===== src/rtl/pmem_arbiter.sv =====
// Shares the physical-memory port between L2 line fills and victim-cache writebacks, one transaction at a time.
// Latency: grant in IDLE at t, strobe from t+1 until pmem_resp at r, resp pulse at r+1 (BREAK), IDLE again at r+2.
// Backpressure: requesters hold their request until their resp pulse; pmem paces everything through pmem_resp.
module pmem_arbiter #(
    parameter int ADDR_W     = 16,
    parameter int LINE_W     = 128,
    parameter int MAX_STARVE = 4
) (
    input  logic              clk,
    input  logic              reset,

    input  logic              l2_read,
    input  logic [ADDR_W-1:0] l2_address,
    output logic [LINE_W-1:0] l2_rdata,
    output logic              l2_resp,

    input  logic              vc_write,
    input  logic              vc_urgent,
    input  logic [ADDR_W-1:0] vc_address,
    input  logic [LINE_W-1:0] vc_wdata,
    output logic              vc_resp,

    output logic              pmem_read,
    output logic              pmem_write,
    output logic [ADDR_W-1:0] pmem_address,
    output logic [LINE_W-1:0] pmem_wdata,
    input  logic [LINE_W-1:0] pmem_rdata,
    input  logic              pmem_resp
);

    typedef enum logic [1:0] {
        IDLE  = 2'd0,
        L2_RD = 2'd1,
        VC_WR = 2'd2,
        BREAK = 2'd3
    } state_t;

    localparam logic [3:0] STARVE_LIMIT = 4'(MAX_STARVE);

    state_t     state;
    state_t     state_nxt;
    logic [3:0] starve_cnt;
    logic [3:0] starve_cnt_nxt;
    logic       hazard;
    logic       grant_l2;
    logic       grant_vc;
    logic       unused_addr_bits;

    // Offsets within a line never reach pmem.
    assign unused_addr_bits = ^{l2_address[3:0], vc_address[3:0]};

    // A fill that overlaps a pending writeback must see the written line, so the write goes first.
    assign hazard = l2_read & vc_write & (l2_address[ADDR_W-1:4] == vc_address[ADDR_W-1:4]);

    always_comb begin
        state_nxt      = state;
        starve_cnt_nxt = starve_cnt;
        grant_l2       = 1'b0;
        grant_vc       = 1'b0;
        pmem_read      = 1'b0;
        pmem_write     = 1'b0;
        case (state)
            IDLE: begin
                if (hazard || (vc_write && (vc_urgent || starve_cnt == STARVE_LIMIT)))
                    grant_vc = 1'b1;
                else if (l2_read)
                    grant_l2 = 1'b1;
                else if (vc_write)
                    grant_vc = 1'b1;

                if (grant_vc)
                    state_nxt = VC_WR;
                else if (grant_l2)
                    state_nxt = L2_RD;

                if (grant_vc || !vc_write)
                    starve_cnt_nxt = 4'd0;
                else if (grant_l2 && starve_cnt < STARVE_LIMIT)
                    starve_cnt_nxt = starve_cnt + 4'd1;
            end
            L2_RD: begin
                pmem_read = 1'b1;
                if (pmem_resp)
                    state_nxt = BREAK;
            end
            VC_WR: begin
                pmem_write = 1'b1;
                if (pmem_resp)
                    state_nxt = BREAK;
            end
            BREAK: begin
                state_nxt = IDLE;
            end
            default: begin
                state_nxt = IDLE;
            end
        endcase
    end

    always_ff @(posedge clk) begin
        if (reset) begin
            state        <= IDLE;
            starve_cnt   <= 4'd0;
            pmem_address <= '0;
            pmem_wdata   <= '0;
            l2_rdata     <= '0;
            l2_resp      <= 1'b0;
            vc_resp      <= 1'b0;
        end else begin
            state      <= state_nxt;
            starve_cnt <= starve_cnt_nxt;
            l2_resp    <= (state == L2_RD) && pmem_resp;
            vc_resp    <= (state == VC_WR) && pmem_resp;
            if (grant_l2)
                pmem_address <= {l2_address[ADDR_W-1:4], 4'h0};
            if (grant_vc) begin
                pmem_address <= {vc_address[ADDR_W-1:4], 4'h0};
                pmem_wdata   <= vc_wdata;
            end
            if (state == L2_RD && pmem_resp)
                l2_rdata <= pmem_rdata;
        end
    end

endmodule


===== config.mk =====
export PLATFORM = sky130hd
export DESIGN_NAME = pmem_arbiter
export DESIGN_NICKNAME = d
export VERILOG_FILES = /design/src/rtl/pmem_arbiter.sv
export SDC_FILE = /design/constraint.sdc
export NUM_CORES = 1
export LEC_CHECK = 0
export CORE_AREA = 10 10 213 215
export DETAILED_ROUTE_END_ITERATION = 10
export DIE_AREA = 0 0 223 225
export MAX_ROUTING_LAYER = met4
export PLACE_DENSITY_LB_ADDON = 0.3
export SYNTH_ARGS = -nofsm -noshare
export SYNTH_HDL_FRONTEND = slang
export SYNTH_SLANG_ARGS = --single-unit

===== constraint.sdc =====
create_clock -name clk -period 1.7 [get_ports clk]
set_clock_uncertainty 0.05 [all_clocks]
set_input_delay 0.255 -clock clk [delete_from_list [all_inputs] [get_ports clk]]
set_output_delay 0.255 -clock clk [all_outputs]
set_load 0.05 [all_outputs]

# Yosys cells after proc, flatten, opt, wreduce, memory -nomap -nowiden
# Index checks and enable logic that the tools add are counted.
# Widths: inputs -> output; s select.
[totals]
ff_bits = 276
in_bits = 294
output_inout_bits = 276
[classes]
n_eq_ne = 7
magnitude_cmp = 1
bitwise = 2
n_addsub = 1
muxes = 19
reduce_logical = 14
[op_table]
columns = ["op", "count"]
rows = [
  ["$mux 16", 2],
  ["$eq 12x12->1", 1],
  ["$mux 1", 11],
  ["$mux 4", 2],
  ["$mux 2", 3],
  ["$pmux 2 s3", 1],
  ["$add 4x1->4 const B", 1],
  ["$eq 2x2->1 const B", 2],
  ["$eq 4x3->1 const B", 1],
  ["$logic_and 1x1->1", 4],
  ["$lt 4x3->1 const B", 1],
  ["$reduce_and 2->1", 2],
  ["$reduce_bool 2->1", 2],
  ["$logic_or 1x1->1", 3],
  ["$ne 3x3->1 const B", 1],
  ["$and 1x1->1", 2],
  ["$eq 2x1->1 const B", 1],
  ["$logic_not 2->1", 1],
  ["$ne 2x1->1 const B", 1],
  ["$reduce_or 2->1", 1],
  ["$logic_not 1->1", 1],
]

# Logic depth before layout (Yosys ltp)
# Gate-level depths: netlist of the first run.
[depth]
ltp_word = 9
depth_mapped = 9
ltp_nobuf = 7

# Worst setup path before layout of the first run
# Ideal clock, no wire load.
[synth_timing]
kind = "reg2reg"
from = "register state[1]"
to = "register l2_rdata[61]"
n_path_buf = 2
stages_incl_launch_ff = 8
arrival_time_ps = 1787
setup_slack_ps = -208
setup_time_ps = 70
t_required_ps = 1580
period_less_slack_ps = 1908
path_cell_list = "dfxtp_1 > inv_1 > ha_1 > and2_1 > clkbuf_1 > buf_1 > nand2_1 > a21oi_1"
[synth_between]
elab_chain_len = 2
[synth_lines]
columns = ["element", "line", "source"]
rows = [
  ["from (decl)", "40", "state_t state;"],
  ["from (signal assigned)", "110", "state <= state_nxt;"],
  ["$eq 2x1->1", "120", "if (state == L2_RD && pmem_resp)"],
  ["$logic_and 1x1->1", "120", ""],
  ["to (signal assigned)", "121", "l2_rdata <= pmem_rdata;"],
  ["to (decl)", "14", "output logic [LINE_W-1:0] l2_rdata,"],
]
# No other way between the ends.
# A chain may end at the register's enable or synchronous reset.

# Final worst setup path of the first run
[layout_timing]
from = "register starve_cnt[0]"
to = "register pmem_wdata[93]"
[layout_between]
elab_chain_len = 7
[layout_lines]
columns = ["element", "line", "source"]
rows = [
  ["from (decl)", "42", "logic [3:0] starve_cnt;"],
  ["from (signal assigned)", "111", "starve_cnt <= starve_cnt_nxt;"],
  ["$eq 4x3->1", "64", "if (hazard || (vc_write && (vc_urgent || starve_cnt == STARVE_LIMIT)))"],
  ["$logic_or 1x1->1", "64", ""],
  ["$logic_and 1x1->1", "64", ""],
  ["$logic_or 1x1->1", "64", ""],
  ["$mux 1", "64", ""],
  ["$mux 1 (2 in series)", "62", "case (state)"],
  ["to (signal assigned)", "118", "pmem_wdata <= vc_wdata;"],
  ["to (decl)", "26", "output logic [LINE_W-1:0] pmem_wdata,"],
]
# No other way between the ends. The select of a mux whose other input is x is not followed.

==> summary.md, run 1 <==
| Metric | Value |
|---|---|
| Outcome | complete, but fails checks |
| Failing checks | setup timing |
| Yosys reg bits | ~280 |
| Worst slew margin | 0.615 |
| RSZ-0062 raised after global routing | true |
| Yosys top cell by area | dfxtp_1 |
| Layout Cells excl Fill | 2414 |
| Synth-to-Final Area Change | 72.0% |
| Worst Setup End Kind | flip-flop |
| Int Pwr | 0.0159 W |
| Synth Flop Type | dfxtp_1 |
| Clock sinks | 276 |
| Fraction of layout cells with a size suffix above 1 | 0.237 |
| GRT overflow | 0 |
| Final WS setup | -0.0126 ns |
| I/O Buffers | 557 |
| # IOs | 570 |
| CORE AREA | 41400 um2 |
| Clock Latency Late Sink | 0.51 ns |
| Combinational share of power | 0.397 |
| Clock share of power | 0.292 |
| Flop pwr share | 0.311 |
| Crit path buf inv count | 4 |
| RR Endpoint | pmem_wdata[93] |
| Avg Cell Area, Syn | ~8.4 um2 |
| Die width | ~220 um |
| Critical path cell sequence | inv_2, ha_4, nand2_4, o21ai_4, a31oi_4, nor2_4, buf_6, buf_12, buf_8, mux2i_1 |
| Drt first pass iters | 5 |
| R2R depth | 10 |
| Post-Syn Instances | approximately 1300 |
| Number of global-route vias before repair | approximately 11000 |
| CTS H-tree lvls | 2 |
| Layout filler cell count | 4071 |
| Post-route DRC | 0 |
| Commonest non-fill, non-tap cells in the layout | nand2_1, buf_4, dfxtp_1, clkdlybuf4s50_1, a21oi_1 |
| Placed cell count | 2336 |
| Die Area | 50200 um2 |
| Worst hold path type | in -> reg |
| CP Launch Point | starve_cnt[0] |
| CTS tree | yes |
| Post-synth EDFFs | 0 |
| Crit path DAT | approximately 2.1 ns |
| Asr flop ratio synth | 0 |
| XOR/XNOR share of the synthesized area | 0.00995 |
| Min Tclk post-route | 1.71 ns |
| CTS Buf Count | 34 |
| Initial core utilization | 0.255 |
| Main combinational cell family by area after synthesis | simple AND/OR/NAND/NOR gates |
| Switching part of the total | 0.382 |
| Via count | 10600 |
| Max VDD drop | around 0.85 mV |
| Most common cell after layout, fill and taps aside | nand2_1 |
| Global-route wire length before repair | 66100 um |
| Vias/cell | 4.38 |
| Fin crit share | 1.01 |
| GP Congestion | 0.824 |
| Starting DRT DRC Count | 630 |
| Max Clk Rate | 584 MHz |
| Post-route ant nets | 0 |
| Post-synth top area share | 0.523 |
| WL final | between 40000 and 50000 um |
| Clk buf depth | 3 |
| CP Class | reg -> reg |
| FF-to-FF setup slack | -0.01 ns |
| Adder-cell share of the synthesized area | 0.00593 |
| Final Hold Viols | 0 |
| Worst r2r src | starve_cnt[0] |
| Pwr Total | 0.0257 W |
| Mapped Area | about 11000 um2 |
| # rows | 75 |
| Pwr Density | roughly 1400 nW/um2 |
| Hpwl dp | 34700 um |
| Worst slew pin tran | 0.575 ns |
| Biggest cell delay along the critical path | 0.32 ns |
| Top delay family on crit path | buffers and inverters |
| Multiplexer share of the synthesized area | 0.121 |
| Detail-routed net length per standard cell | 18.8 um |
| Initial antenna violation count | 2 |
| Netlist cell types | 33 |
| Crit path depth | 10 |
| Setup_tns | -0.0126 ns |
| Setup violations, final | 1 |
| Ys Warns | 0 |
| Synth Area in Compound Gates | 0.0831 |
| Worst path required time | 2.10 ns |
| Final nets | 2146 |
| Part of the Yosys area used for sequential elements | 0.523 |
| Tot GR Track Use | 0.173 |
| Critical-path top delay cell | dfxtp_2 |
| Max Cap Violations | 0 |
| Die Span Y | 225 um |
| Pin count of the biggest net entering global routing | 62 |
| LEAKAGE | approximately 7.6 nW |
| Synth Area in Simple Gates | 0.210 |
| Final slew viol count | 0 |
| CP max FO | 7 |
| Switching Power | 0.00982 W |
| CTS clock-pin slew for the worst setup and hold paths | 0.06 ns |
| Clock Tree Root | clkbuf_16 |
| Synth area leaders | dfxtp_1, nand2_1, mux2i_1 |
| Critical Path Source Type | flip-flop |
| Crit path to | pmem_wdata[93] |
## final cells by class
class / instances / area [um2] / share of cell area
multi-input combinational: 889 / 4770 / 0.262
antenna: 2 / 5.00 / 0.000276
tap: 539 / 674 / 0.0371
inverter: 6 / 27.5 / 0.00152
clock buffer: 53 / 1050 / 0.0580
clock inverter: 9 / 128 / 0.00703
timing repair buffer: 640 / 5980 / 0.329
sequential: 276 / 5530 / 0.304
## cells by family (layout without fill, tap and decap cells)
group                      Yosys count  after routing
AOI/OAI and AO/OA                  167            167
xor gates and xnor gates            12             12
adders and majority gates            5              5
buffers and inverters              102            708
DFF                                276            276
muxes                              128            128
other                                1              6
and+or+nand+nor                    573            573
## Yosys cell counts, types with 2 or more instances
| master | number |
|---|---|
| nand2_1 | 516 |
| dfxtp_1 | 276 |
| a21oi_1 | 143 |
| mux2i_1 | 128 |
| clkbuf_1 | 74 |
| nor2_1 | 40 |
| o22ai_1 | 12 |
| xor2_1 | 12 |
| buf_6 | 11 |
| buf_4 | 6 |
| ha_1 | 5 |
| inv_1 | 5 |
| nor2b_1 | 5 |
| buf_1 | 4 |
| nor4_2 | 3 |
| o21ai_0 | 3 |
| a31oi_1 | 2 |
| and3_1 | 2 |
| nand2b_1 | 2 |
| nor4_1 | 2 |
## power by group through the flow
stage	registers [W]	clock network, W	logic (W)
3_3_place_gp	0.00809	0	0.00957
4_1_cts	0.00799	0.00778	0.0101
5_1_grt	0.00810	0.00803	0.0107
2_1_floorplan	0.0113	0	0.00271
3_5_place_dp	0.00812	0	0.00964
6_report	0.00799	0.00751	0.0102
## repair_timing
item,4_1_cts,5_1_grt
endpoints found under the setup margin,136,145
endpoints found under the hold margin,0,0
resized for setup,62,27
pin swaps,9,7
setup buffers,5,3
cloned,4,2
hold buffers,0,0
## per-stage QoR
stage | hold WS (ns) | cell area (um2) | utilization | setup WS [ns]
detailed placement | 0.397 | 16500 | 0.398 | -0.697
global placement | 0.393 | 16500 | 0.398 | -0.656
finish | 0.0807 | 18200 | 0.439 | -0.0126
CTS | 0.0284 | 18000 | 0.434 | -0.0574
floorplan | 0.341 | 10600 | - | -0.0340
global route | 0.0673 | 18200 | 0.439 | -0.0908
## worst min-delay path by stage
stage | start | end | slack (ns) | depth (start not counted)
after global routing | reset | starve_cnt[3] | 0.07 | 2
after floorplan | pmem_rdata[0] | l2_rdata[0] | 0.34 | 2
after global placement | l2_rdata[106] | l2_rdata[106] | 0.39 | 2
final | l2_address[7] | pmem_address[7] | 0.08 | 3
after detailed placement | l2_rdata[77] | l2_rdata[77] | 0.40 | 2
after CTS | reset | starve_cnt[3] | 0.03 | 2
## worst reg2reg max path: stages, from the launching register on
cell and delay, ns:
dfxtp_2 0.32, inv_2 0.07, ha_4 0.14, nand2_4 0.05, o21ai_4 0.15, a31oi_4 0.06
nor2_4 0.12, buf_6 0.15, buf_12 0.17, buf_8 0.17, mux2i_1 0.20
## state kept, by name, summed over array words and instances, names as in the netlist
register and flops:
vc_resp 1, l2_resp 1, pmem_wdata 128, pmem_address 12, starve_cnt 4, l2_rdata 128, state 2
## metal layers
metal	vias to the layer above	routed length [um]	part of all wire	track usage
li1	5241	-	-	-
met1	4916	17900	0.39	0.187
met2	341	23100	0.51	0.296
met3	64	3380	0.074	0.0545
met4	0	1070	0.024	0.0599
met5	-	0	0	-
(Power assumes the default switching activity.)
==> run 2: changes to the inputs <==
--- a/config.mk
+++ b/config.mk
@@ -5,9 +5,10 @@
 export SDC_FILE = /design/constraint.sdc
 export NUM_CORES = 1
 export LEC_CHECK = 0
-export CORE_AREA = 10 10 213 215
+export CORE_AREA = 2 2 224 226
+export CTS_CLUSTER_DIAMETER = 150
 export DETAILED_ROUTE_END_ITERATION = 10
-export DIE_AREA = 0 0 223 225
+export DIE_AREA = 0 0 226 228
 export MAX_ROUTING_LAYER = met4
 export PLACE_DENSITY_LB_ADDON = 0.3
 export SYNTH_ARGS = -nofsm -noshare
==> run 2 against run 1 <==
The flow still finishes with violations (setup timing). Non-clock buffer count up 18. Sequential power about the same. First-iteration DRC count down 31%. Wire length down 11%. Via count up 0.36%. Clock power down 4.4%. Critical endpoint is now pmem_wdata[119]. Largest cell class unchanged. Highest routed layer unchanged.
==> summary.md, run 2 (synthesis results as in run 1) <==
| Metric | Value |
|---|---|
| Outcome | complete, but fails checks (unchanged) |
| Failing checks | setup timing (unchanged) |
| Pwr Total | 0.0253 W (was 0.0257 W) |
| Setup violations, final | 40 (was 1) |
| Worst path required time | 2.10 ns (about the same) |
| GP Congestion | 0.805 (was 0.824) |
| Core Util, Final | 0.372 (was 0.439) |
| Placed Area | 16800 um2 (was 16500 um2) |
| I/O Buffers | 557 (unchanged) |
| Design Area, Final | 18300 um2 (was 18200 um2) |
| Worst slew pin tran | 0.589 ns (was 0.575 ns) |
| Pin count of the biggest net entering global routing | 53 (was 62) |
| Clock sinks | 276 (unchanged) |
| CTS Buf Count | 35 (was 34) |
| # IOs | 570 (unchanged) |
| Max VDD drop | 0.695 mV (was 0.847 mV) |
| Clk buf depth | 3 (unchanged) |
| Die width | 226 um (was 223 um) |
| Global-route wire length before repair | 60500 um (was 66100 um) |
| Max Clk Rate | 574 MHz (was 584 MHz) |
| Hpwl dp | 30400 um (was 34700 um) |
| CP max FO | 8 (was 7) |
| Final WS setup | -0.0425 ns (was -0.0126 ns) |
| Initial antenna violation count | 4 (was 2) |
| CP Class | in -> reg (was reg -> reg) |
| Final Hold Viols | 0 (unchanged) |
| CTS H-tree lvls | 2 (unchanged) |
| Worst hold path type | in -> reg (unchanged) |
| Synth-to-Final Area Change | 73.8% (was 72.0%) |
| Fraction of layout cells with a size suffix above 1 | 0.241 (was 0.237) |
| Commonest non-fill, non-tap cells in the layout | nand2_1, buf_4, dfxtp_1, clkdlybuf4s50_1, a21oi_1 (unchanged) |
| Crit path DAT | 2.14 ns (was 2.11 ns) |
| Critical Path Source Type | input port (was flip-flop) |
| Most common cell after layout, fill and taps aside | nand2_1 (unchanged) |
| Worst slew margin | 0.605 (was 0.615) |
| Vias/cell | 4.13 (was 4.38) |
| Drt first pass iters | 5 (unchanged) |
| RSZ-0062 raised after global routing | true (unchanged) |
| Clock Tree Root | clkbuf_16 (unchanged) |
| Tot GR Track Use | 0.155 (was 0.173) |
| Post-route ant nets | 0 (unchanged) |
| CTS tree | yes (unchanged) |
| Post-route DRC | 0 (unchanged) |
| GRT overflow | 0 (unchanged) |
| Starting DRT DRC Count | 435 (was 630) |
| Die Area | 51500 um2 (was 50200 um2) |
| Final slew viol count | 0 (unchanged) |
| Layout Cells excl Fill | 2564 (was 2414) |
| Min Tclk post-route | 1.74 ns (was 1.71 ns) |
| Via count | 10600 (about the same) |
| Detail-routed net length per standard cell | 15.8 um (was 18.8 um) |
| Worst Setup End Kind | flip-flop (unchanged) |
| Pwr Density | 1380 nW/um2 (was 1410 nW/um2) |
| Clock Latency Late Sink | 0.51 ns (about the same) |
| # rows | 82 (was 75) |
| Die Span Y | 228 um (was 225 um) |
| LEAKAGE | 7.61 nW (was 7.58 nW) |
| Hold-fix buffers, CTS | 0 (unchanged) |
| CORE AREA | 49300 um2 (was 41400 um2) |
| CTS clock-pin slew for the worst setup and hold paths | 0.06 ns (about the same) |
| Fin crit share | 1.02 (was 1.01) |
| Largest regs | l2_rdata (128), pmem_wdata (128), pmem_address (12) (unchanged) |
| Initial core utilization | 0.214 (was 0.255) |
| Fin Hold WS | 0.126 ns (was 0.0807 ns) |
| Placed cell count | 2484 (was 2336) |
| Number of global-route vias before repair | 10600 (was 10700) |
| Final nets | 2165 (was 2146) |
| WL final | 40600 um (was 45500 um) |
| Max Cap Violations | 0 (unchanged) |
run 2: cell types whose count changed in the layout (fill, tap and decap cells not counted), moves of 3 or more:
cell	before	now
dlymetal6s2s_1	6	3
buf_6	8	2
mux2i_1	125	128
clkbuf_8	11	8
mux2i_2	3	0
buf_4	312	338
xor2_2	9	4
buf_8	10	3
xor2_1	3	8
run 2: per-layer routing:
layer  vias up  part of all wire  track usage
met5         -                 0            -
met4         0             0.037       0.0671
met3        85             0.077       0.0465
met2       366              0.49        0.257
met1      4864              0.40        0.171
li1       5285                 -            -
run 2: timing repair:
action / CTS / global route
pin swaps: 9 / 8
gates resized for setup: 54 / 17
cloned: 4 / 3
setup buffers: 10 / 2
endpoints found under the setup margin: 146 / 144
run 2: final timing paths:
path                            depth (start not counted)                to  slack, ns      startpoint
worst max-delay path                                    9   pmem_wdata[119]      -0.04   vc_address[6]
worst min-delay path                                    4  pmem_address[13]       0.13  l2_address[13]
worst max register to register                         10   pmem_wdata[119]          0   starve_cnt[0]
worst min register to register                          2      l2_rdata[34]       0.40    l2_rdata[34]
run 2: metrics by stage:
stage | setup TNS (ns) | setup WS, ns
final | -0.532 | -0.0425
after global routing | -5.28 | -0.102
after CTS | -2.10 | -0.0666
after detailed placement | -105.80 | -0.821
after global placement | -99.87 | -0.746
after floorplan | -3.40 | -0.0340
run 2: layout make-up:
class,instances,area [um2]
Antenna cell,4,10.0
Clock buffer,51,1020
Clock inverter,8,93.8
Fill cell,5024,31000
Inverter,6,27.5
Multi-Input combinational cell,889,4720
Sequential cell,276,5530
Tap cell,672,841
Timing Repair Buffer,658,6110
run 2: report_power, final:
| part | internal [W] | switching (W) |
|---|---|---|
| registers | 0.00746 | 0.000541 |
| clock network | 0.00430 | 0.00288 |
| logic | 0.00388 | 0.00627 |
run 2: worst max-delay path, stage by stage:
cell             delay, ns
clkdlybuf4s50_1       0.49
xor2_2                0.23
nor4_4                0.22
a31oi_4               0.14
nor2_4                0.13
buf_12                0.14
buf_16                0.16
buf_16                0.14
mux2i_1               0.19
